===== config.mk =====
export PLATFORM = sky130hd
export DESIGN_NAME = fpcvt_sched_flat
export DESIGN_NICKNAME = d
export VERILOG_FILES = /design/src/rtl/fpcvt_pkg.sv /design/src/rtl/fpcvt_sched_if.sv /design/src/rtl/fpcvt.sv /design/src/rtl/fpcvt_rr_arb.sv /design/src/rtl/fpcvt_sched.sv /design/src/flat_wrapper.sv
export SDC_FILE = /design/constraint.sdc
export NUM_CORES = 1
export LEC_CHECK = 0
export CAP_MARGIN = 10
export CORE_MARGIN = 5
export CORE_UTILIZATION = 45
export DETAILED_ROUTE_END_ITERATION = 6
export GPL_TIMING_DRIVEN = 1
export PLACE_DENSITY = 0.77
export SYNTH_ARGS = -nofsm -noshare
export SYNTH_HDL_FRONTEND = slang
export SYNTH_HIERARCHICAL = 1
export SYNTH_SLANG_ARGS = --single-unit

===== constraint.sdc =====
create_clock -name clk -period 2.6 [get_ports clk]
set_clock_uncertainty 0.15 [all_clocks]
set_input_delay 0.52 -clock clk [delete_from_list [all_inputs] [get_ports clk]]
set_output_delay 0.52 -clock clk [all_outputs]
set_load 0.02 [all_outputs]

===== src/rtl/fpcvt_pkg.sv =====
// Shared definitions for the FPCVT scheduler.
// Contents: operand/result field widths, scheduler FSM state type and the
// wrapped round-robin pointer increment.
package fpcvt_pkg;
    localparam int D_W = 13;  // two's-complement sample width
    localparam int E_W = 3;   // exponent width
    localparam int F_W = 5;   // significand width

    typedef enum logic [1:0] {IDLE, CONV, HOLD} state_t;

    // Next round-robin start position: one past the winner, wrapping to 0.
    function automatic int unsigned rr_next(input int unsigned g, input int unsigned n);
        return (g + 1 >= n) ? 0 : g + 1;
    endfunction
endpackage


===== src/rtl/fpcvt_sched_if.sv =====
// Request/result bus of the FPCVT scheduler.
// slave : scheduler side (takes requests, produces results)
// master: requester/sink side
//   req_valid/req_data/req_ready : per-requester operand handshake
//   res_valid/res_ready          : result handshake
//   res_id/res_s/res_e/res_f     : result payload
interface fpcvt_sched_if
    import fpcvt_pkg::*;
#(
    parameter int NUM_REQ = 4,
    parameter int ID_W    = $clog2(NUM_REQ)
) ();
    logic [NUM_REQ-1:0]     req_valid;
    logic [D_W*NUM_REQ-1:0] req_data;
    logic [NUM_REQ-1:0]     req_ready;
    logic                   res_valid;
    logic                   res_ready;
    logic [ID_W-1:0]        res_id;
    logic                   res_s;
    logic [E_W-1:0]         res_e;
    logic [F_W-1:0]         res_f;

    modport slave (
        input  req_valid, req_data, res_ready,
        output req_ready, res_valid, res_id, res_s, res_e, res_f
    );
    modport master (
        output req_valid, req_data, res_ready,
        input  req_ready, res_valid, res_id, res_s, res_e, res_f
    );
endinterface


===== src/rtl/fpcvt.sv =====
// FPCVT: 13-bit two's-complement to sign/exponent/significand conversion.
// Value is approximately (-1)^s * f * 2^e; low-order bits are truncated and
// the one magnitude that does not fit (-4096) saturates to e=7, f=31.
//   d : operand in
//   s : sign out, e : exponent out, f : significand out
module fpcvt
    import fpcvt_pkg::*;
(
    input  logic [D_W-1:0] d,
    output logic           s,
    output logic [E_W-1:0] e,
    output logic [F_W-1:0] f
);
    logic [D_W-1:0] mag;

    assign s   = d[D_W-1];
    assign mag = s ? (~d + 1'b1) : d;

    always_comb begin
        e = '0;
        f = mag[F_W-1:0];
        if (mag[D_W-1]) begin
            // only reachable for the most negative operand
            e = '1;
            f = '1;
        end else begin
            // ascending scan so the highest set bit wins
            for (int i = F_W; i < D_W - 1; i++) begin
                if (mag[i]) begin
                    e = E_W'(i - F_W + 1);
                    f = mag[i -: F_W];
                end
            end
        end
    end
endmodule


===== src/rtl/fpcvt_rr_arb.sv =====
// Combinational round-robin arbiter.
//   req     : request vector
//   rr_ptr  : index the search starts from (owned by the caller)
//   en      : grant enable; gnt is all-zero when low
//   gnt     : one-hot grant
//   gnt_idx : binary index of the winner (valid when any_req)
//   any_req : at least one request present
module fpcvt_rr_arb #(
    parameter int NUM_REQ = 4,
    parameter int ID_W    = $clog2(NUM_REQ)
) (
    input  logic [NUM_REQ-1:0] req,
    input  logic [ID_W-1:0]    rr_ptr,
    input  logic               en,
    output logic [NUM_REQ-1:0] gnt,
    output logic [ID_W-1:0]    gnt_idx,
    output logic               any_req
);
    logic found;
    int   j;

    always_comb begin
        gnt     = '0;
        gnt_idx = '0;
        found   = 1'b0;
        j       = 0;
        for (int k = 0; k < NUM_REQ; k++) begin
            j = int'((32'(rr_ptr) + 32'(k)) % 32'(NUM_REQ));
            if (!found && req[j]) begin
                found   = 1'b1;
                gnt_idx = ID_W'(j);
                gnt[j]  = en;
            end
        end
    end

    assign any_req = |req;
endmodule


===== src/rtl/fpcvt_sched.sv =====
// Round-robin scheduler sharing one FPCVT among NUM_REQ requesters.
//   clk, rst_n : clock, asynchronous active-low reset
//   bus        : request/result interface (slave side)
// A grant is offered in IDLE, or in HOLD in the same cycle the result is
// taken, so back-to-back traffic yields one result every two cycles.
module fpcvt_sched
    import fpcvt_pkg::*;
#(
    parameter int NUM_REQ = 4,
    parameter int ID_W    = $clog2(NUM_REQ)
) (
    input  logic          clk,
    input  logic          rst_n,
    fpcvt_sched_if.slave  bus
);
    state_t             state;
    logic [ID_W-1:0]    rr_ptr;
    logic [ID_W-1:0]    id_reg;
    logic [D_W-1:0]     op_reg;
    logic [NUM_REQ-1:0] gnt;
    logic [ID_W-1:0]    gnt_idx;
    logic               any_req;
    logic               arb_en;
    logic               accept;
    logic               cv_s;
    logic [E_W-1:0]     cv_e;
    logic [F_W-1:0]     cv_f;

    // rst_n in the enable keeps req_ready low while reset is held
    assign arb_en = rst_n && ((state == IDLE) || (state == HOLD && bus.res_ready));
    assign accept = arb_en && any_req;

    fpcvt_rr_arb #(.NUM_REQ(NUM_REQ), .ID_W(ID_W)) u_arb (
        .req     (bus.req_valid),
        .rr_ptr  (rr_ptr),
        .en      (arb_en),
        .gnt     (gnt),
        .gnt_idx (gnt_idx),
        .any_req (any_req)
    );

    assign bus.req_ready = gnt;

    fpcvt u_cvt (
        .d (op_reg),
        .s (cv_s),
        .e (cv_e),
        .f (cv_f)
    );

    always_ff @(posedge clk or negedge rst_n) begin
        if (!rst_n) begin
            state         <= IDLE;
            rr_ptr        <= '0;
            id_reg        <= '0;
            op_reg        <= '0;
            bus.res_valid <= 1'b0;
            bus.res_id    <= '0;
            bus.res_s     <= 1'b0;
            bus.res_e     <= '0;
            bus.res_f     <= '0;
        end else begin
            // accept is only possible from IDLE or a draining HOLD
            if (accept) begin
                op_reg <= bus.req_data[32'(gnt_idx) * D_W +: D_W];
                id_reg <= gnt_idx;
                rr_ptr <= ID_W'(rr_next(32'(gnt_idx), NUM_REQ));
            end
            case (state)
                IDLE: if (accept) state <= CONV;
                CONV: begin
                    bus.res_s     <= cv_s;
                    bus.res_e     <= cv_e;
                    bus.res_f     <= cv_f;
                    bus.res_id    <= id_reg;
                    bus.res_valid <= 1'b1;
                    state         <= HOLD;
                end
                HOLD: if (bus.res_ready) begin
                    bus.res_valid <= 1'b0;
                    state         <= accept ? CONV : IDLE;
                end
                default: state <= IDLE;
            endcase
        end
    end
endmodule


===== src/flat_wrapper.sv =====
// flat-port wrapper written by rule: the top's interface ports become plain ports
module fpcvt_sched_flat import fpcvt_pkg::*;
#(
    parameter int NUM_REQ = 4,
    parameter int ID_W    = $clog2(NUM_REQ)
)
  (clk, rst_n, bus_req_valid, bus_req_data, bus_res_ready, bus_req_ready, bus_res_valid, bus_res_id, bus_res_s, bus_res_e, bus_res_f);
  fpcvt_sched_if #(.NUM_REQ(NUM_REQ), .ID_W(ID_W)) bus_i ();
  input  logic clk;
  input  logic rst_n;
  input wire logic [$bits(bus_i.req_valid)-1:0] bus_req_valid;
  input wire logic [$bits(bus_i.req_data)-1:0] bus_req_data;
  input wire logic [$bits(bus_i.res_ready)-1:0] bus_res_ready;
  output wire logic [$bits(bus_i.req_ready)-1:0] bus_req_ready;
  output wire logic [$bits(bus_i.res_valid)-1:0] bus_res_valid;
  output wire logic [$bits(bus_i.res_id)-1:0] bus_res_id;
  output wire logic [$bits(bus_i.res_s)-1:0] bus_res_s;
  output wire logic [$bits(bus_i.res_e)-1:0] bus_res_e;
  output wire logic [$bits(bus_i.res_f)-1:0] bus_res_f;
  assign bus_i.req_valid = bus_req_valid;
  assign bus_i.req_data = bus_req_data;
  assign bus_i.res_ready = bus_res_ready;
  assign bus_req_ready = bus_i.req_ready;
  assign bus_res_valid = bus_i.res_valid;
  assign bus_res_id = bus_i.res_id;
  assign bus_res_s = bus_i.res_s;
  assign bus_res_e = bus_i.res_e;
  assign bus_res_f = bus_i.res_f;
  fpcvt_sched #(.NUM_REQ(NUM_REQ), .ID_W(ID_W)) u_core (.clk(clk), .rst_n(rst_n), .bus(bus_i));
endmodule

==> results of run 1 <==
-- metal layers --
metal	vias to the layer above	share of wire [%]	track usage, %
met5	-	0	0
met3	67	5.3	4.50
met4	0	4.9	10.0
met1	1613	40	27.2
met2	163	50	39.6
li1	1387	-	-
-- final cells by class --
cell class | instances | share of cell area [%]
repair buffers | 159 | 30.3
clock inverters | 2 | 0.715
flip-flops and latches | 31 | 15.8
well taps | 77 | 1.97
multi-input cells | 225 | 48.6
inverters | 11 | 0.894
clock buffers | 6 | 1.69
-- cell usage in the layout (no fill, tap or decap), types with 4 or more instances in the layout --
cell / count
a21oi_2: 4
inv_1: 8
mux4_2: 17
o21ai_0: 9
clkdlybuf4s50_1: 66
mux2_4: 14
nor2b_1: 5
ha_1: 4
or3_4: 4
buf_6: 17
mux2_2: 17
nor2_1: 10
dfrtp_1: 31
a21oi_1: 9
nand2_1: 14
nand2b_1: 7
clkbuf_8: 6
buf_4: 66
-- worst min-delay path by stage --
stage / start / end / slack [ns] / depth (start not counted)
after global routing: u_core/bus.res_f[2]$_DFFE_PN0P_ / u_core/bus.res_f[2]$_DFFE_PN0P_ / 0.39 / 1
final: u_core/id_reg[0]$_DFFE_PN0P_ / u_core/id_reg[0]$_DFFE_PN0P_ / 0.36 / 1
after detailed placement: u_core/id_reg[1]$_DFFE_PN0P_ / u_core/bus.res_id[1]$_DFFE_PN0P_ / 0.34 / 1
after CTS: u_core/id_reg[1]$_DFFE_PN0P_ / u_core/bus.res_id[1]$_DFFE_PN0P_ / 0.36 / 1
after floorplan: rst_n / u_core/bus.res_e[0]$_DFFE_PN0P_ / 0.07 / 0
after global placement: u_core/id_reg[0]$_DFFE_PN0P_ / u_core/id_reg[0]$_DFFE_PN0P_ / 0.34 / 1
-- timing repair --
item | in CTS | in global routing
gates cloned | 0 | 1
pin swaps | 28 | 26
endpoints found under the hold margin | 0 | 0
gates resized for setup | 79 | 39
buffers inserted | 13 | 5
setup endpoints to repair | 27 | 27
-- synth_stat cells, types with 2 or more instances --
library cell,instances,area (µm²)
and2_1,2,12.5
buf_4,2,15.0
nor2b_1,6,37.5
buf_6,4,45.0
ha_1,6,75.1
xnor2_1,7,61.3
nor3b_1,2,15.0
a31oi_1,3,18.8
nor3_1,6,30.0
clkbuf_1,7,26.3
o31ai_1,4,30.0
or3b_1,2,17.5
o311ai_1,2,17.5
a21oi_1,14,70.1
nand2b_1,8,50.1
a21o_1,3,22.5
o32a_1,3,30.0
inv_1,11,41.3
or2_1,2,12.5
o22ai_1,3,18.8
o21ai_1,2,10.0
nor4_1,3,18.8
xor2_1,6,52.6
nand2_1,18,67.6
o211ai_1,3,22.5
mux4_2,15,338
o21ai_0,11,55.1
buf_2,6,30.0
dfrtp_1,31,776
a221oi_1,2,17.5
or3_1,4,25.0
a221o_2,2,22.5
a22oi_1,2,15.0
or2_2,2,12.5
nand3_1,5,25.0
mux4_1,2,52.6
a221o_1,3,30.0
nor2_1,12,45.0
a211oi_1,2,15.0
mux2i_1,4,40.0
mux2_2,31,349
-- critical path, stage by stage, from the launching register on --
cell and delay [ns]:
dfrtp_1 0.39, buf_4 0.14, inv_4 0.03, ha_4 0.26
mux4_2 0.35, or3b_4 0.26, a21oi_2 0.05, a221o_2 0.31
buf_6 0.14
-- cell families (layout without fill, tap and decap cells) --
group / after synthesis / count (layout) / synth area share, %
AOI/OAI and AO/OA: 72 / 72 / 18.4
xor gates and xnor gates: 13 / 13 / 3.89
adders and majority gates: 6 / 6 / 2.57
buffers and inverters: 32 / 178 / 6.20
DFF: 31 / 31 / 26.5
muxes: 52 / 52 / 26.6
and+or+nand+nor: 82 / 82 / 15.8
-- through the flow --
| step | TNS (ns) | hold WS, ns | std cells | power, mW |
|---|---|---|---|---|
| after global placement | -13.93 | 0.338 | 486 | 5.18 |
| after detailed placement | -14.81 | 0.344 | 486 | 5.33 |
| after floorplan | -2.05 | 0.0744 | 288 | 3.82 |
| after global routing | -5.86 | 0.388 | 511 | 7.75 |
| final | -4.47 | 0.361 | 511 | 7.40 |
| after CTS | -3.23 | 0.360 | 507 | 6.55 |
-- power breakdown --
| group | total (mW) | switching, mW | internal, mW | leakage, nW |
|---|---|---|---|---|
| Sequential | 0.964 | 0.249 | 0.715 | 0.360 |
| Combinational | 5.92 | 2.89 | 3.03 | 1.59 |
| Clock | 0.510 | 0.200 | 0.310 | 0.0612 |
==> metrics.csv, run 1 <==
metric;value;unit
ys_seq_area_share;26.5;%
drv_cap;0;
multiInputGateArea;2380;µm²
place.gp.congestion;0.915;
end_kind;output port;
largest_reg_flops;13;
initial_core_util;46.1;%
violations;setup timing;
grt_pass1_vias;3231;
nNetsFinal;498;
fmax;347;MHz
drt-initial-drc-count;244;
rsz0062_at_grt;true;
power_density;1510;nW/µm²
ys_types;66;
n_antenna_cell;0;
hold_buffers;0;
grt_max_degree;33;
crit_path_end;bus_req_ready[1];
worst_ep_arrival_time;2.21;ns
drive_gt1_share;48.6;%
async_flop_share;100;%
via_per_inst;6.32;
ys.flop_type;dfrtp_1;
postLayoutCoreUtil;77.1;%
hpwl;6.58;mm
nFillCells;347;
reg2reg_to;u_core/op_reg[5]$_DFFE_PN0P_;
vias;3230;
start_kind;flop;
cts_tree;yes;
postLayoutCellArea;4900;µm²
place.port_buffers;74;
clk_latency;0.29;ns
num_rows;29;
synthCells;288;
area_growth_syn_to_layout;67.5;%
fp.coreArea;6350;µm²
worst_pin_slew;0.618;ns
ys_ff_latch;31;
grt_pass1_wl;15.6;mm
synth_area;2930;µm²
crit_required;1.93;ns
syn-num-nets;353;
postPlaceCellArea;4250;µm²
wl_per_cell;22.3;µm
io_pins;75;
setup_viol;24;
ff2ff_path_depth;9;
synth.avg_cell_area;10.2;µm²
leakagePower;2.01;nW
grt.total_usage;22.9;%
rr_startpoint;u_core/rr_ptr[0]$_DFFE_PN0P_;
slew_headroom;58.6;%
hold_violations;0;
grt_overflow_total;0;
die_area;8210;µm²
final_max_slew_viol_count;0;
die_h;90.6;µm
die_x;90.6;µm
crit_type;flop to output port;
crit_start;u_core/rr_ptr[0]$_DFFE_PN0P_;
grt_antenna_before_repair;0;
ant_nets;0;
finalWorstSetupSlack;-0.280;ns
drt-total-wl;11.4;mm
place_ws;-0.868;ns
peakVddDrop;0.893;mV
synth_edf_count;0;
cts_made_buffers;5;
clockBufferDepth;2;
status;finished with violations;
dr.pass1.iters;4;
htree_levels;2;
synth_warnings;6;
root_buffer;clkbuf_8;
cts_num_sinks;31;
clkTransAtPathRegs;0.07;ns
r2r_slack;-0.26;ns
final.period_utilization;111;%
register_area;776;µm²
post-route-min-period;2.88;ns
drc;0;
critPathMaxFanout;5;
hold_path_class;flop to flop;
Power figures use the tool's default switching activity.
==> run 2, diff against run 1 <==
--- a/config.mk
+++ b/config.mk
@@ -11,6 +11,7 @@
 export DETAILED_ROUTE_END_ITERATION = 6
 export GPL_TIMING_DRIVEN = 1
 export PLACE_DENSITY = 0.77
+export SLEW_MARGIN = 0
 export SYNTH_ARGS = -nofsm -noshare
 export SYNTH_HDL_FRONTEND = slang
 export SYNTH_HIERARCHICAL = 1
==> constraint.sdc (replaced) <==
create_clock -name clk -period 2.6 [get_ports clk]
set_clock_uncertainty 0.15 [all_clocks]
set_input_delay 0.52 -clock clk [delete_from_list [all_inputs] [get_ports clk]]
set_output_delay 0.52 -clock clk [all_outputs]
set_load 0.1 [all_outputs]
==> run 2 against run 1 <==
  * The flow still finishes with violations (setup timing)
  * Sequential share of layout area is 0.48 points higher
  * Power is 1.1% higher
  * Register-to-register slack hardly changed
  * Critical path depth is 1 lower
  * Sequential power is 2.1% lower
  * Clock power is 27% lower
  * Worst hold slack worse by 0.0030 ns
  * Utilization is 2.0 points lower
  * Combinational power is 4.2% higher
  * Critical endpoint unchanged
  * Largest cell class unchanged
==> metrics.csv, run 2 (synthesis gave the netlist of run 1 again) <==
metric;value;unit;change
status;finished with violations;;
violations;setup timing;;
drt-initial-drc-count;138;;-43%
fmax;341;MHz;-1.7%
initial_core_util;46.1;%;unchanged
grt_overflow_total;0;;unchanged
via_per_inst;5.97;;-5.5%
place.gp.congestion;0.916;;+0.13%
n_antenna_cell;0;;unchanged
ant_nets;0;;unchanged
nNetsFinal;495;;-0.60%
die_x;90.6;µm;unchanged
clkTransAtPathRegs;0.06;ns;about the same
final_common_cell;buf_4;;
postLayoutCellArea;4770;µm²;-2.6%
postLayoutCoreUtil;75.1;%;-2.0 points
htree_levels;2;;unchanged
hold_violations;0;;unchanged
final_max_slew_viol_count;0;;unchanged
finalWorstSetupSlack;-0.330;ns;-0.0500 ns
crit_buf_inv;3;;unchanged
start_kind;input pin;;
ff2ff_path_depth;9;;unchanged
fp.coreArea;6350;µm²;unchanged
hpwl;6.82;mm;+3.6%
end_kind;output port;;
min_path_cells;1;;unchanged
cts_num_sinks;31;;unchanged
cts_made_buffers;5;;unchanged
worst_ep_arrival_time;2.26;ns;+0.05 ns
num_rows;29;;unchanged
grt_pass1_wl;15.2;mm;-2.4%
root_buffer;clkbuf_8;;
peakVddDrop;1.06;mV;+19%
area_growth_syn_to_layout;63.0;%;
cts_tree;yes;;
slew_headroom;72.5;%;+14 points
grt_max_degree;33;;unchanged
path_depth;7;;-1
grt_antenna_before_repair;0;;unchanged
crit_chain;clkdlybuf4s50_1, nand2b_1, and3b_2, inv_1, nor3_4, a221o_2, buf_12;;
crit_type;input pin to output port;;
power_density;1570;nW/µm²;+3.9%
postPlaceCellArea;4240;µm²;-0.29%
worst_hold_slack;0.358;ns;-0.00301 ns
drc;0;;unchanged
total_power;7.48;mW;+1.1%
place.port_buffers;74;;unchanged
vias;3028;;-6.3%
largest_reg_flops;13;;unchanged
clockBufferDepth;2;;unchanged
die_area;8210;µm²;unchanged
drt-total-wl;9.48;mm;-17%
wl_per_cell;18.7;µm;-16%
io_pins;75;;unchanged
slowest_stage;clkdlybuf4s50_1;;
leakagePower;1.96;nW;-2.3%
setup_viol;20;;-17%
crit_family;buffers and inverters;;
final.period_utilization;113;%;+1.9 points
drv_cap;0;;unchanged
final_cell_mix;buf_4 (78), clkdlybuf4s50_1 (54), dfrtp_1 (29);;
grt.total_usage;21.9;%;-0.94 points
worst_pin_slew;0.410;ns;-0.209 ns
place_inst;483;;-0.62%
drive_gt1_share;49.5;%;+0.92 points
place_ws;-0.619;ns;+0.249 ns
rsz0062_at_grt;true;;
post-route-min-period;2.93;ns;+0.0500 ns
die_h;90.6;µm;unchanged
fin_cells;507;;-0.78%
nFillCells;408;;+18%
finalSetupTns;-4.59;ns;-0.122 ns
clk_latency;0.27;ns;-0.02 ns
dr.pass1.iters;6;;+2
crit_required;1.93;ns;about the same
hold_path_class;flop to flop;;
critPathMaxFanout;4;;-1
grt_pass1_vias;3175;;-1.7%
slowest_delay;0.48;ns;+0.09 ns
[run 2: cell count changes in the layout (fill, tap and decap cells not counted), sizes merged]
cell | before | now
buf | 89 | 99
clkdlybuf4s50 | 66 | 54
bufinv | 1 | 0
dlygate4sd2 | 2 | 1
[run 2: final timing paths]
check,from,slack (ns),endpoint
hold / removal,u_core/bus.res_e[0]$_DFFE_PN0P_,0.36,u_core/bus.res_e[0]$_DFFE_PN0P_
hold reg to reg,u_core/bus.res_e[0]$_DFFE_PN0P_,0.36,u_core/bus.res_e[0]$_DFFE_PN0P_
setup / recovery,bus_res_ready,-0.33,bus_req_ready[1]
min in group asynchronous,rst_n,0.52,u_core/bus.res_s$_DFFE_PN0P_
setup reg to reg,u_core/rr_ptr[0]$_DFFE_PN0P_,-0.26,u_core/op_reg[12]$_DFFE_PN0P_
max in group asynchronous,rst_n,1.46,u_core/rr_ptr[1]$_DFFE_PN0P_
[run 2: report_power, final]
part	leakage [nW]	total, mW	internal [mW]	switching, mW
Combinational	1.56	6.17	2.95	3.22
Sequential	0.358	0.944	0.720	0.224
Clock	0.0470	0.371	0.207	0.164
[run 2: what timing repair did]
item,4_1_cts,5_1_grt
setup buffers,10,6
setup endpoints to repair,25,27
gates cloned,0,1
resized for setup,36,49
hold buffers,0,0
pin swaps,13,16
[run 2: final cells by class]
cell class / instances / area [µm²] / area share [%]
clock buffers: 6 / 82.6 / 1.73
clock inverters: 1 / 5.00 / 0.105
inverters: 11 / 41.3 / 0.866
multi-input cells: 225 / 2320 / 48.7
flip-flops and latches: 31 / 778 / 16.3
well taps: 77 / 96.3 / 2.02
repair buffers: 156 / 1450 / 30.3
[run 2: routing by layer]
layer	global-route usage (%)	routed length, µm	up-vias
met5	0	0	-
met4	7.44	221	0
met3	2.83	409	21
met2	39.8	5270	118
met1	26.4	3580	1501
li1	-	-	1388
==> run 3, diff against run 2 <==
--- a/config.mk
+++ b/config.mk
@@ -7,10 +7,10 @@
 export LEC_CHECK = 0
 export CAP_MARGIN = 10
 export CORE_MARGIN = 5
-export CORE_UTILIZATION = 45
+export CORE_UTILIZATION = 50
 export DETAILED_ROUTE_END_ITERATION = 6
 export GPL_TIMING_DRIVEN = 1
-export PLACE_DENSITY = 0.77
+export PLACE_DENSITY = 0.81
 export SLEW_MARGIN = 0
 export SYNTH_ARGS = -nofsm -noshare
 export SYNTH_HDL_FRONTEND = slang
==> constraint.sdc (replaced) <==
create_clock -name clk -period 3.25 [get_ports clk]
set_clock_uncertainty 0.15 [all_clocks]
set_input_delay 0.65 -clock clk [delete_from_list [all_inputs] [get_ports clk]]
set_output_delay 0.65 -clock clk [all_outputs]
set_load 0.1 [all_outputs]
==> run 3 against run 2 <==
  * The run now ends clean
  * Largest cell class unchanged
  * Cell count down 13%
  * Setup slack improved by 0.47 ns
  * Die area shrank 8.9%
  * First-iteration DRC count up 51%
==> metrics.csv, run 3 (synthesis gave the netlist of run 1 again) <==
metric;value;unit;change
crit_required;2.45;ns;+0.52 ns
crit_chain;inv_1, ha_1, mux4_2, or3b_1, a21oi_1, a221o_2, buf_12;;
die_area;7480;µm²;-8.9%
grt_pass1_wl;13.4;mm;-12%
final.period_utilization;95.7;%;
end_kind;output port;;
largest_reg_flops;13;;unchanged
num_rows;27;;-6.9%
place.port_buffers;74;;unchanged
cts_made_buffers;5;;unchanged
final_max_slew_viol_count;0;;unchanged
ant_nets;0;;unchanged
grt_pass1_vias;2734;;-14%
combPwrFrac;75.0;%;-7.4 points
internal-power;2.31;mW;-40%
slowest_delay;0.43;ns;-0.05 ns
worst_ep_arrival_time;2.31;ns;+0.05 ns
final_cell_mix;clkdlybuf4s50_1 (54), mux2_2 (31), dfrtp_1 (31);;
root_buffer;clkbuf_8;;
nNetsFinal;434;;-12%
grt.total_usage;22.2;%;+0.29 points
grt_overflow_total;0;;unchanged
die_x;86.5;µm;-4.6%
final_common_cell;clkdlybuf4s50_1;;
drt-total-wl;7.87;mm;-17%
drt-initial-drc-count;209;;+51%
drive_gt1_share;28.4;%;-21 points
clkTransAtPathRegs;0.06;ns;about the same
postCtsSetupBuffers;0;;-10
postPlaceCellArea;3830;µm²;-9.7%
area_growth_syn_to_layout;34.9;%;
hpwl;6.27;mm;-8.1%
postLayoutCoreUtil;70.4;%;-4.7 points
switching_share;50.8;%;+2.6 points
slowest_stage;ha_1;;
clk_latency;0.28;ns;about the same
drc;0;;unchanged
leakagePower;1.56;nW;-20%
clockBufferDepth;2;;unchanged
drv_cap;0;;unchanged
start_kind;flop;;
cts_num_sinks;31;;unchanged
vias;2662;;-12%
switching_power;2.39;mW;-34%
crit_type;flop to output port;;
rsz0062_at_grt;false;;
via_per_inst;6.02;;+0.84%
peakVddDrop;0.708;mV;-33%
htree_levels;2;;unchanged
power_density;1190;nW/µm²;-24%
grt_antenna_before_repair;0;;unchanged
n_antenna_cell;0;;unchanged
fmax;322;MHz;
worst_pin_slew;1.09;ns;+0.680 ns
critPathMaxFanout;6;;+2
dr.pass1.iters;4;;-2
pwr-share-seq;16.6;%;+4.0 points
cts_tree;yes;;
die_h;86.5;µm;-4.6%
postLayoutCellArea;3950;µm²;-17%
hold_path_class;flop to flop;;
hold_violations;0;;unchanged
place.gp.congestion;0.937;;+2.3%
io_pins;75;;unchanged
fin_cells;442;;-13%
clock_power_share;8.4;%;+3.4 points
grt_max_degree;33;;unchanged
fp.coreArea;5610;µm²;-12%
slew_headroom;27.2;%;-45 points
status;completed;;
place_inst;434;;-10%
finalSetupTns;0;ns;+4.59 ns
post-route-min-period;3.11;ns;
wl_per_cell;17.8;µm;-4.7%
initial_core_util;52.2;%;+6.1 points
setup_viol;0;;-100%
-- run 3: changes by cell type in the layout (fill, tap and decap cells not counted), moves of 4 or more --
cell	delta
o21ai_0	+4
mux2_2	+9
mux2_4	-9
a21oi_1	+4
buf_4	-48
buf_6	-11
-- run 3: area by class of cell --
type                       count  area [µm²]
multi-input combinational    225        1980
fill                         420        1660
timing repair buffer          95         941
sequential                    31         776
tap                           72        90.1
clock buffer                   6        82.6
inverter                      11        41.3
clock inverter                 2        35.0
-- run 3: power groups by stage --
stage	clock network [mW]	logic (mW)	registers, mW
after CTS	0.399	3.50	0.775
after floorplan	0	2.23	1.23
after global routing	0.420	3.80	0.813
after global placement	0	3.41	0.768
final	0.394	3.52	0.779
after detailed placement	0	3.48	0.782
-- run 3: what timing repair did --
item                       in CTS  in global routing
resized for setup               5                  1
hold buffers                    0                  0
setup endpoints to repair       4                  1
-- run 3: final timing paths --
kind | to | slack, ns | cells after the start | start
max | bus_req_ready[0] | 0.14 | 7 | u_core/rr_ptr[0]$_DFFE_PN0P_
max in group asynchronous | u_core/bus.res_f[0]$_DFFE_PN0P_ | 1.88 | 2 | rst_n
min reg2reg | u_core/bus.res_f[2]$_DFFE_PN0P_ | 0.36 | 1 | u_core/bus.res_f[2]$_DFFE_PN0P_
min | u_core/bus.res_f[2]$_DFFE_PN0P_ | 0.36 | 1 | u_core/bus.res_f[2]$_DFFE_PN0P_
min in group asynchronous | u_core/op_reg[0]$_DFFE_PN0P_ | 0.78 | 2 | rst_n
max reg2reg | u_core/bus.res_f[1]$_DFFE_PN0P_ | 0.25 | 7 | u_core/op_reg[2]$_DFFE_PN0P_
-- run 3: through the flow --
stage,setup slack [ns],hold slack [ns],power [mW]
2_1_floorplan,0.164,0.204,3.46
3_3_place_gp,-0.0807,0.340,4.17
3_5_place_dp,-0.193,0.344,4.26
4_1_cts,0.118,0.360,4.68
5_1_grt,0.0250,0.381,5.03
6_report,0.140,0.360,4.69
-- run 3: routing by layer --
layer  up-vias  track usage (%)  wire length, µm
met5         -                0                0
met2        85             40.3             4170
met3        13             3.80              433
met4         0             5.81              144
li1       1267                -                -
met1      1297             27.1             3130
-- run 3: worst max-delay path: cells and delay by family (launching register included) --
family          cells  cell delay [ns]
compound gates      2             0.38
fa+ha+maj           1             0.43
buf+inv             2             0.26
flops               1             0.35
mux                 1             0.42
simple gates        1             0.19
==> variant 1 (flow settings as in run 1) <==
Encoding of `state_t`: now one-hot (3 bits for 3 states).
--- a/src/rtl/fpcvt_pkg.sv
+++ b/src/rtl/fpcvt_pkg.sv
@@ -6,7 +6,7 @@
     localparam int E_W = 3;   // exponent width
     localparam int F_W = 5;   // significand width
 
-    typedef enum logic [1:0] {IDLE, CONV, HOLD} state_t;
+    typedef enum logic [2:0] {IDLE = 3'b001, CONV = 3'b010, HOLD = 3'b100} state_t;
 
     // Next round-robin start position: one past the winner, wrapping to 0.
     function automatic int unsigned rr_next(input int unsigned g, input int unsigned n);
Behaviour: same outputs for any inputs over 4 cycles, from zero or initial values and one cycle with rst_n low; so few cycles prove little.
==> variant 1 against run 1 <==
  * The flow still finishes with violations (setup timing)
  * Total power shrank 1.9%
  * Clock power is 19% lower
  * Synthesized cell count increased by 3.8%
  * Design area is 0.79% higher
  * Combinational power shrank 0.8%
  * Critical path depth is 2 lower
  * Worst setup slack improved by 0.027 ns
  * Die area increased by 4.7%
  * Synthesized area rose by 5.3%
  * Sequential power rose by 0.5%
  * Sequential cell count up 1
  * Routed wire length shrank 16%
  * Sequential share of layout area up 0.43 points
  * Critical endpoint unchanged
  * Largest cell class unchanged
==> variant 1: results (changes against run 1) <==
| Metric | Value |
|---|---|
| Maximum fanout along the worst path | 7 (+2) |
| Avg Cell Area, Syn | 10.3 um2 (+1.4%) |
| Starting DRT DRC Count | 177 (-27%) |
| Highest-delay cell along the critical path | mux4_2 |
| Failing checks | setup timing |
| WS Path Type | reg2out |
| Wirelength per Cell | 18.2 um (-18%) |
| Count of distinct cell types in the synthesized netlist | 70 (+6.1%) |
| Min setup slack post-route | -0.253 ns (+0.0268 ns) |
| Routed vias/inst | 5.93 (-6.2%) |
| Share of cells above drive strength 1 | 0.460 (-0.0265) |
| Main synth FF type | dfrtp_1 |
| IR Drop Worst-Case VDD | 0.744 mV (-17%) |
| Leakage Power | 2.02 nW (+0.90%) |
| Placed inst area | 4410 um2 (+3.8%) |
| Critical path data arrival time | 2.18 ns (-0.03 ns) |
| Post-placement worst setup slack | -0.878 ns (-0.00939 ns) |
| Half-perimeter wire length after placement | 6490 um (-1.4%) |
| Setup TNS Final | -3.31 ns (+1.16 ns) |
| RD Place Congestion | 0.837 (-8.5%) |
| Top cells by area in the synthesized netlist | dfrtp_1 25%, mux4_2 8.8%, mux2_2 7.7% |
| Worst slew pin tran | 0.451 ns (-0.167 ns) |
| Nets@finish | 510 (+2.4%) |
| Cells on worst reg2reg path | 8 (-1) |
| Setup slack of the most critical reg-to-reg path | -0.21 ns (+0.05 ns) |
| Total of buffers placed on input and output ports | 74 (unchanged) |
| Setup Viol. Count Final | 22 (-8.3%) |
| Inserted Clock Buffers | 5 (unchanged) |
| Switching power of the nets | 3.17 mW (-5.1%) |
| First-pass GRT wire length | 14800 um (-5.1%) |
| Clock-pin slew on the worst setup and hold paths | 0.07 ns (about the same) |
| Top post-synthesis cells by count | 31 x dfrtp_1, 21 x mux2_2, 17 x nand2_1 |
| Number of non-filler instances in the completed layout | 526 (+2.9%) |
| N_diodes | 0 (unchanged) |
| Number of iterations in the first detailed-routing pass | 4 (unchanged) |
| Run status | complete, but fails checks |
| Worst skew pair latency | 0.29 ns (about the same) |
| Critical register-to-register path endpoint | u_core/op_reg[10] |
| Largest net degree at the start of global routing | 35 (+6.1%) |
| Number of global-route vias before repair | 3165 (-2.0%) |
| Worst Setup EP | bus_req_ready[1] |
| Part of the Yosys area used for sequential elements | 0.260 (-0.00472) |
| Combined global-route utilization of all metal layers | 0.212 (-0.0171) |
| Startpoint of the worst-slack reg-to-reg timing path | u_core/rr_ptr[0] |
| Total nets after synthesis | 364 (+3.1%) |
| Path type of the worst min-delay path | reg2reg |
| Maximum buffer depth of the clock tree | 2 (unchanged) |
| Critical Path Max Stage Delay | 0.55 ns (+0.16 ns) |
-- variant 1: power by group through the flow --
stage,Clock [mW],Combinational (mW),Sequential [mW]
after CTS,0.417,5.30,0.951
after floorplan,0,2.93,1.07
final,0.413,5.87,0.969
after global placement,0,4.55,0.936
after global routing,0.440,6.26,1.01
after detailed placement,0,4.68,0.946
-- variant 1: cell families after synthesis --
group | synth area share
simple gates | 0.164
compound gates | 0.188
mux | 0.267
flops | 0.260
buf+inv | 0.0593
xor+xnor | 0.0370
fa+ha+maj | 0.0244
-- variant 1: cell type report --
cell class	instances	area [um2]
Clock buffer	7	86.3
Clock inverter	1	7.51
Fill cell	420	1780
Inverter	10	37.5
Multi-Input combinational cell	236	2410
Sequential cell	32	803
Tap cell	80	100
Timing Repair Buffer	160	1490
-- variant 1: routing by layer --
layer,vias up,global-route usage,routed length (um)
met5,-,0,0
met4,0,0.0940,348
met3,30,0.0349,603
met2,124,0.372,4860
met1,1524,0.254,3750
li1,1442,-,-
-- variant 1: worst min-delay path by stage --
stage                           from                  end  slack (ns)
finish              u_core/id_reg[1]     u_core/id_reg[1]        0.35
global route        u_core/id_reg[1]     u_core/id_reg[1]        0.36
CTS                 u_core/id_reg[1]     u_core/id_reg[1]        0.35
detailed placement  u_core/id_reg[1]     u_core/id_reg[1]        0.34
global placement    u_core/id_reg[1]     u_core/id_reg[1]        0.31
floorplan                      rst_n  u_core/bus.res_e[0]        0.07
-- variant 1: repair_timing --
item	CTS	global route
buffers inserted	6	7
endpoints found under the setup margin	27	26
gates cloned	1	0
gates resized for setup	67	43
pin swaps	21	18
-- variant 1: worst max-delay path, delay by kind of cell, from the launching register on --
kind                   cells  cell delay (ns)
multiplexers               1             0.55
flip-flops                 1             0.41
AO/OA/AOI/OAI              2             0.27
buffers and inverters      2             0.28
AND/OR/NAND/NOR            1             0.38
==> variant 2 (config.mk and constraints of run 1) <==
Made on the original files. The package constant `F_W` goes from 5 to 7.
--- a/src/rtl/fpcvt_pkg.sv
+++ b/src/rtl/fpcvt_pkg.sv
@@ -4,7 +4,7 @@
 package fpcvt_pkg;
     localparam int D_W = 13;  // two's-complement sample width
     localparam int E_W = 3;   // exponent width
-    localparam int F_W = 5;   // significand width
+    localparam int F_W = 7;   // significand width
 
     typedef enum logic [1:0] {IDLE, CONV, HOLD} state_t;
 
Interface: changed (resized bus_res_f); port bits go from 75 to 77. The function was not compared with the original's and may differ.
==> variant 2 against run 1 <==
  * The run still ends with setup timing left
  * Register-to-register slack worse by 0.02 ns
  * Synthesized cell count shrank 4.2%
  * Via count down 3.8%
  * Total power grew 7.2%
  * Design area rose by 1.1%
  * Worst setup slack worse by 0.0045 ns
  * Sequential cell count up 2
  * Fmax fell by 0.15%
  * First-iteration DRC count is 19% higher
  * Routed wire length fell by 8.8%
  * Synthesized area increased by 0.30%
  * Critical path depth rose by 2
  * Largest cell class unchanged
  * Largest power group unchanged
==> variant 2: results (changes against run 1) <==
| Metric | Value |
|---|---|
| Drc violations | 0 (unchanged) |
| Run status | complete, but fails checks |
| Inserted Clock Buffers | 5 (unchanged) |
| Highest routing layer actually used | met4 |
| Count of distinct cell types in the synthesized netlist | 60 (-9.1%) |
| Number of non-filler instances in the completed layout | 521 (+2.0%) |
| Layout filler cell count | 360 (+3.7%) |
| Half-perimeter wire length after placement | 6710 um (+1.9%) |
| Hold slack final | 0.363 ns (+0.00195 ns) |
| Leakage Power | 2.08 nW (+3.8%) |
| Worst skew pair latency | 0.29 ns (about the same) |
| Combined global-route utilization of all metal layers | 0.230 (+0.000834) |
| Placed inst area | 4370 um2 (+2.7%) |
| Nets@finish | 508 (+2.0%) |
| Setup Viol. Count Final | 28 (+17%) |
| Maximum fanout along the worst path | 2 (-3) |
| Total length of routed met2 wires | 5560 um (-2.6%) |
| Number of antenna violations at the first check in global routing | 0 (unchanged) |
| Top post-synthesis cells by count | 34 x mux2_2, 33 x dfrtp_1, 21 x nand2_1 |
| Total nets after synthesis | 341 (-3.4%) |
| Min setup slack post-route | -0.285 ns (-0.00446 ns) |
| IR Drop Worst-Case VDD | 1.14 mV (+27%) |
| Wirelength per Cell | 19.9 um (-11%) |
| Cells after Synth | 276 (-4.2%) |
| Worst slew pin tran | 0.461 ns (-0.157 ns) |
| WL met1 | 3800 um (-16%) |
| Met3 wirelength from detailed routing | 622 um (+3.8%) |
| Total of buffers placed on input and output ports | 76 (+2.7%) |
| N_diodes | 0 (unchanged) |
| First-pass GRT wire length | 15500 um (-0.75%) |
| Number of iterations in the first detailed-routing pass | 5 (+1) |
| Failing checks | setup timing |
| Largest net degree at the start of global routing | 35 (+6.1%) |
| Share of cells above drive strength 1 | 0.480 (-0.00645) |
| Cell at the root of the clock tree | clkbuf_8 |
| Top cells by area in the synthesized netlist | dfrtp_1 28%, mux2_2 13%, mux4_2 9.2% |
| Part of the Yosys area used for sequential elements | 0.281 (+0.0163) |
| Critical hold path startpoint | u_core/id_reg[1] |
| Number of global-route vias before repair | 3178 (-1.6%) |
| Number of vias in the routed layout | 3106 (-3.8%) |
| RD Place Congestion | 0.927 (+1.3%) |
| Starting DRT DRC Count | 291 (+19%) |
| Switching power of the nets | 3.38 mW (+1.1%) |
-- variant 2: cell types whose count changed in the layout (fill, tap and decap cells not counted), sizes merged, moves of 4 or more --
cell and delta:
nand3 -5, buf +18, xnor2 +4, a221o +4
-- variant 2: worst paths after layout --
path                                       endpoint  cells past startpoint
worst max-delay path               bus_req_ready[3]                     10
worst min-delay path               u_core/id_reg[1]                      1
worst max register to register     u_core/op_reg[9]                      9
worst min register to register     u_core/id_reg[1]                      1
max in group asynchronous          u_core/op_reg[6]                      2
min in group asynchronous       u_core/bus.res_f[4]                      2
-- variant 2: per-stage QoR --
stage | util | setup TNS (ns) | setup slack [ns]
finish | 0.780 | -5.83 | -0.285
global route | 0.780 | -7.54 | -0.351
CTS | 0.745 | -4.51 | -0.258
detailed placement | 0.688 | -15.69 | -0.857
global placement | 0.688 | -14.26 | -0.803
floorplan | - | -2.35 | -0.195
-- variant 2: cell type report --
| type | instances | area, um2 | share of cell area |
|---|---|---|---|
| Sequential cell | 33 | 827 | 0.167 |
| Tap cell | 77 | 96.3 | 0.0195 |
| Inverter | 11 | 43.8 | 0.00884 |
| Timing Repair Buffer | 179 | 1630 | 0.329 |
| Clock buffer | 5 | 68.8 | 0.0139 |
| Multi-Input combinational cell | 213 | 2240 | 0.453 |
| Clock inverter | 3 | 46.3 | 0.00935 |
-- variant 2: layer usage --
layer,up-vias,GRT usage
li1,1375,-
met1,1525,0.270
met2,168,0.415
met3,38,0.0333
met4,0,0.0906
met5,-,0
-- variant 2: power groups by stage --
stage / Clock (mW) / Sequential, mW / Combinational (mW)
after floorplan: 0 / 1.12 / 2.94
after global routing: 0.541 / 1.02 / 6.78
final: 0.511 / 0.989 / 6.43
after CTS: 0.513 / 0.961 / 5.70
after global placement: 0 / 0.954 / 4.90
after detailed placement: 0 / 0.969 / 5.03
-- variant 2: logic make-up (layout without fill, tap and decap cells) --
| family | Yosys count | count (layout) | share of synthesized area |
|---|---|---|---|
| and+or+nand+nor | 73 | 73 | 0.135 |
| buffers and inverters | 30 | 198 | 0.0537 |
| adders and majority gates | 6 | 6 | 0.0256 |
| xor gates and xnor gates | 17 | 17 | 0.0597 |
| AOI/OAI and AO/OA | 63 | 63 | 0.167 |
| muxes | 54 | 54 | 0.278 |
| DFF | 33 | 33 | 0.281 |
-- variant 2: worst max-delay path: stages (launching register included) --
cell and delay (ns):
dfrtp_1 0.41, buf_4 0.17, buf_4 0.13, buf_4 0.13, buf_4 0.13, ha_1 0.22
buf_4 0.15, nand2_1 0.06, o21ai_0 0.09, a221o_1 0.31, buf_6 0.13
-- variant 2: repair_timing --
action                     CTS  global route
gates cloned                 1             0
setup endpoints to repair   25            29
setup buffers               17            13
hold buffers                 0             0
pin swaps                    9            21
gates resized for setup     58            45
